$ cat src/rtl/muldiv_div_unit.sv
// Iterative RV64M divide/remainder unit (DIV, DIVU, REM, REMU), radix-2 restoring.
// Latency: 66 edges from accept to res_valid for normal ops, 1 edge for div-by-zero / signed overflow.
// Backpressure: one op in flight; start_ready only in IDLE, result held in DONE until res_ready.
module muldiv_div_unit #(
  parameter int XLEN = 64,
  parameter int RDW  = 5
) (
  input  logic            clk,
  input  logic            rst_n,
  input  logic            flush,
  input  logic            start_valid,
  output logic            start_ready,
  input  logic [1:0]      op,
  input  logic [XLEN-1:0] rs1_data,
  input  logic [XLEN-1:0] rs2_data,
  input  logic [RDW-1:0]  rd_in,
  output logic            res_valid,
  input  logic            res_ready,
  output logic [XLEN-1:0] res_data,
  output logic [RDW-1:0]  res_rd,
  output logic            busy
);

  localparam int CW = $clog2(XLEN);

  localparam logic [2:0] S_IDLE = 3'd0;
  localparam logic [2:0] S_PREP = 3'd1;
  localparam logic [2:0] S_CALC = 3'd2;
  localparam logic [2:0] S_FIX  = 3'd3;
  localparam logic [2:0] S_DONE = 3'd4;

  localparam logic [XLEN-1:0] SMIN     = {1'b1, {(XLEN-1){1'b0}}};
  localparam logic [XLEN-1:0] ALL_ONES = {XLEN{1'b1}};
  localparam logic [CW-1:0]   CNT_LAST = CW'(XLEN-1);

  logic [2:0]      state;
  logic [1:0]      op_q;
  logic [XLEN-1:0] a_q, b_q;     // captured dividend / divisor, kept for sign fix-up
  logic [XLEN-1:0] quo, dvs;     // quotient shift register, divisor magnitude
  logic [XLEN:0]   rem;          // one extra bit so the trial subtract shows its sign
  logic [CW-1:0]   cnt;
  logic [XLEN-1:0] res_q;
  logic [RDW-1:0]  rd_q;

  logic            is_signed, is_rem, a_neg, b_neg, div_zero, ovf;
  logic [XLEN-1:0] a_mag, b_mag, q_fix, r_fix;
  logic [XLEN:0]   shifted, diff;

  // Operand classification, magnitudes, iteration datapath and sign fix-up
  always_comb begin
    is_signed = ~op_q[0];
    is_rem    = op_q[1];
    a_neg     = is_signed & a_q[XLEN-1];
    b_neg     = is_signed & b_q[XLEN-1];
    a_mag     = a_neg ? -a_q : a_q;
    b_mag     = b_neg ? -b_q : b_q;
    div_zero  = (b_q == '0);
    ovf       = is_signed && (a_q == SMIN) && (b_q == ALL_ONES);
    shifted   = {rem[XLEN-1:0], quo[XLEN-1]};
    diff      = shifted - {1'b0, dvs};
    q_fix     = (a_neg ^ b_neg) ? -quo : quo;
    r_fix     = a_neg ? -rem[XLEN-1:0] : rem[XLEN-1:0];
  end

  // Control FSM and datapath registers; flush overrides accept and handshake
  always_ff @(posedge clk or negedge rst_n) begin
    if (!rst_n) begin
      state <= S_IDLE;
      op_q  <= '0;
      a_q   <= '0;
      b_q   <= '0;
      quo   <= '0;
      dvs   <= '0;
      rem   <= '0;
      cnt   <= '0;
      res_q <= '0;
      rd_q  <= '0;
    end else if (flush) begin
      state <= S_IDLE;
    end else begin
      case (state)
        S_IDLE: begin
          if (start_valid) begin
            op_q  <= op;
            a_q   <= rs1_data;
            b_q   <= rs2_data;
            rd_q  <= rd_in;
            state <= S_PREP;
          end
        end
        S_PREP: begin
          if (div_zero) begin
            res_q <= is_rem ? a_q : ALL_ONES;
            state <= S_DONE;
          end else if (ovf) begin
            res_q <= is_rem ? '0 : SMIN;
            state <= S_DONE;
          end else begin
            quo   <= a_mag;
            dvs   <= b_mag;
            rem   <= '0;
            cnt   <= '0;
            state <= S_CALC;
          end
        end
        S_CALC: begin
          if (!diff[XLEN]) begin
            rem <= diff;
            quo <= {quo[XLEN-2:0], 1'b1};
          end else begin
            rem <= shifted;
            quo <= {quo[XLEN-2:0], 1'b0};
          end
          cnt <= cnt + 1'b1;
          if (cnt == CNT_LAST) state <= S_FIX;
        end
        S_FIX: begin
          res_q <= is_rem ? r_fix : q_fix;
          state <= S_DONE;
        end
        S_DONE: begin
          if (res_ready) state <= S_IDLE;
        end
        default: state <= S_IDLE;
      endcase
    end
  end

  // Status outputs decoded straight from the state register
  always_comb begin
    start_ready = (state == S_IDLE);
    busy        = (state != S_IDLE);
    res_valid   = (state == S_DONE);
    res_data    = res_q;
    res_rd      = rd_q;
  end

endmodule
$ cat config.mk
export PLATFORM = sky130hd
export DESIGN_NAME = muldiv_div_unit
export DESIGN_NICKNAME = d
export VERILOG_FILES = /design/src/rtl/muldiv_div_unit.sv
export SDC_FILE = /design/constraint.sdc
export NUM_CORES = 1
export LEC_CHECK = 0
export BUFFER_PORTS_ARGS = -buffer_cell sky130_fd_sc_hd__buf_2
export CAP_MARGIN = 5
export CELL_PAD_IN_SITES_DETAIL_PLACEMENT = 1
export CELL_PAD_IN_SITES_GLOBAL_PLACEMENT = 1
export CORE_MARGIN = 2
export CORE_UTILIZATION = 47
export CTS_CLUSTER_SIZE = 25
export DETAILED_ROUTE_END_ITERATION = 7
export PLACE_DENSITY = 0.91
export SLEW_MARGIN = 20
export SYNTH_ARGS = -nofsm -noshare
export SYNTH_HDL_FRONTEND = slang
export SYNTH_SLANG_ARGS = --single-unit
$ cat constraint.sdc
create_clock -name clk -period 4.7 [get_ports clk]
set_clock_uncertainty 0.05 [all_clocks]
set_input_delay 0.47 -clock clk [delete_from_list [all_inputs] [get_ports clk]]
set_output_delay 0.47 -clock clk [all_outputs]
set_load 0.02 [all_outputs]
==> impl_metrics.yaml <==
clocking:
  clkSlewWorstSetupHoldPaths_ps: 60
  clkSinkCount: 400
  cts_made_buffers: 47
  clk_latency_ps: 610
  cts_repair_resize_count: 0
  clockBufferDepth: 3
  cts_max_level: 2
  cts_tree: "done"
  cts-root-buf: "clkbuf_16"
sta:
  finalCriticalPeriod_ps: 4230
  fin_crit_sh_pct: 90.1
  finalSetupTns_ps: 0
  slew_headroom_pct: 32.0
  timing.fmax_mhz: 236
  fin_ws_ps: 465
  drv_slew: 0
  hold_slack_ps: 42.0
  grt_setup_unrepaired: "false"
  tightest_slew_ps: 1020
  finalHoldViolCount: 0
  setup_violations: 0
global_routing:
  grt_pass1_vias: 25800
  grtUsageTotal_pct: 31.0
  grt_overflow: 0
  grt_max_degree: 136
  antenna_found_initial: 0
  grt_pass1_wl_um: 147000
setup_path:
  crit_fanout: 56
  worst-path-stages: 10
  r2r_cells: 10
  critPathSlowestCell: "or4_1"
  worstSetupEndpoint: "res_data[39]"
  r2r_end: "res_data[39]"
  critPathTopFamily: "simple AND/OR/NAND/NOR gates"
  arrival_ps: 4670
  rrSetupSlack_ps: 470
  critPathBufInv: 1
  end_kind: "flop"
  cpPeakStageDelay_ps: 650
  cp-start-kind: "flop"
  path_class: "flop to flop"
  crit_start: "b_q[28]"
  path_cells: "or4_4 > or3_4 > or4_4 > or4_1 > or2_1 > and3_4 > nor3_4 > buf_12 > nand2_1 > o21ai_0"
  reg2reg_from: "b_q[28]"
  cpMostUsedCell: "or4_4"
  cp.required_ps: 5140
synth:
  ys_types: 74
  synthCells: 3144
  syn_nets: 3355
  synth.top_cell.area_share_pct: 37.4
  synth_top_area_cell: "dfrtp_1"
  ys_async_sr_fraction_pct: 100
  synth-seq-area-share_pct: 37.4
  synth_seq_cells: 400
  ys.flop_type: "dfrtp_1"
  syn_area_per_cell_um2: 8.51
  syn-cell-area_um2: 26800
  yosysWarnings: 0
  synth_area_leaders: "dfrtp_1 37%, o21ai_0 5.9%, mux2_2 5.7%, nand2_1 5.7%, xnor2_1 5.2%"
  synth_edf_count: 0
run:
  drv_cap: 0
place:
  numPortBuffers: 211
  place_ws_ps: 527
  hpwl_um: 67100
  gp_congestion: 0.965
pwr:
  vdd_ir_drop_max_uv: 343
  combinationalPowerShare_pct: 51.9
  power_density_nw_per_um2: 695
  swShare_pct: 47.4
  clkPwrFrac_pct: 18.7
  seq_power_share_pct: 29.4
  internal-power_mw: 11.1
  switchingPower_mw: 9.97
  power.leakage_nw: 13.6
layout:
  layout_common_cells: "402 x nand2_1, 399 x dfrtp_1, 315 x o21ai_0"
  area_delta_synth_final_pct: 13.1
  postLayoutCoreUtil_pct: 53.8
  fin_nets: 3489
  drive_above_1_share_pct: 15.7
  layout_commonest_cell: "nand2_1"
  antennaDiodeCount: 0
  fillers: 6646
die:
  start_util_pct: 47.5
  die_h_um: 243
  die_w_um: 243
  core_area_um2: 56300
  fp.dieArea_um2: 58800
  io_pins: 212
  core.rowCount: 87
drt:
  wire_per_inst_um: 22.8
  wl_met1_um: 39400
  routed_wl_um: 92800
  met3_length_um: 7110
  vias: 25400
  top_layer_used: "met4"
  drc: 0
  vias_per_cell: 6.24
  wl_met2_um: 42800
  antenna_left: 0
  drt-initial-drc-count: 2255
  drtPass1Iterations: 5
min_path:
  hold_path.class: "primary input to flop"
run_status:
  status: "completed"
-- repair_timing --
| item | CTS | global route |
|---|---|---|
| setup buffers | 0 | 0 |
| hold endpoints to repair | 86 | 0 |
| hold buffers | 1 | 0 |
| endpoints found under the setup margin | 0 | 0 |
-- worst reg2reg max path: stages, from the launching register on --
cell and delay [ps]:
dfrtp_1 450, or4_4 580, or3_4 360, or4_4 460, or4_1 650, or2_1 330, and3_4 240, nor3_4 160
buf_12 290, nand2_1 260, o21ai_0 280
-- metal layers --
layer  vias to the layer above  track usage, %
met4                         0            11.7
met1                     12600            42.3
li1                      11600               -
met5                         -               0
met2                       997            49.7
met3                       209            5.01
-- Yosys cell counts, drive strengths merged, types with 17 or more instances --
cell type,number
a21o,30
a21oi,233
a22o,44
a31oi,41
and3,19
buf,49
clkbuf,136
dfrtp,400
ha,70
inv,114
mux2,136
nand2,403
nand2b,24
nand3,37
nand4,42
nor2,232
nor3,66
nor4,32
o2111ai,29
o211ai,60
o21ai,339
o21bai,17
o31ai,44
or3,46
or4,34
xnor2,160
xor2,139
-- final cells by class --
class | count | area (µm²) | share of cell area [%]
Multi-Input combinational cell | 2445 | 15600 | 51.4
Tap cell | 756 | 946 | 3.13
Inverter | 114 | 428 | 1.41
Clock buffer | 70 | 1400 | 4.64
Sequential cell | 400 | 10000 | 33.1
Clock inverter | 17 | 258 | 0.852
Timing Repair Buffer | 270 | 1650 | 5.45
-- power by group through the flow --
stage | clock, mW | combinational [mW] | sequential (mW)
finish | 3.94 | 10.9 | 6.19
global route | 4.12 | 11.9 | 6.31
CTS | 4.00 | 10.7 | 6.10
detailed placement | 0 | 10.5 | 6.13
global placement | 0 | 10.1 | 6.04
floorplan | 0 | 7.66 | 5.56
-- state kept, by name, indices dropped and copies added, names as in the netlist --
signal / cells
res_rd: 5
op_q: 2
state: 3
quo: 64
cnt: 6
dvs: 64
a_q: 64
rem: 64
res_data: 64
b_q: 64
-- per-stage QoR --
step           cell area (µm²)  instances  power (mW)
2_1_floorplan            26800       3144        13.2
6_report                 30300       4072        21.0
4_1_cts                  30300       4072        20.8
3_3_place_gp             28600       3984        16.1
5_1_grt                  30300       4072        22.4
3_5_place_dp             28600       3984        16.6
-- worst min-delay path by stage --
stage,startpoint,endpoint,slack (ps),cells after the start
3_3_place_gp,res_data[15],res_data[15],400,2
2_1_floorplan,rst_n,a_q[0],120,0
4_1_cts,rs1_data[8],a_q[8],20,2
5_1_grt,rs2_data[10],b_q[10],40,2
6_report,rs1_data[8],a_q[8],40,2
3_5_place_dp,res_data[11],res_data[11],410,2
-- logic make-up (layout without fill, tap and decap cells) --
| family | after synthesis | after routing | share of synthesized area, % |
|---|---|---|---|
| fa+ha+maj | 71 | 71 | 3.35 |
| buf+inv | 299 | 471 | 4.59 |
| compound gates | 942 | 942 | 21.6 |
| flops | 400 | 400 | 37.4 |
| simple gates | 988 | 988 | 17.2 |
| mux | 145 | 145 | 6.06 |
| xor+xnor | 299 | 299 | 9.79 |
Power figures use the tool's default switching activity.
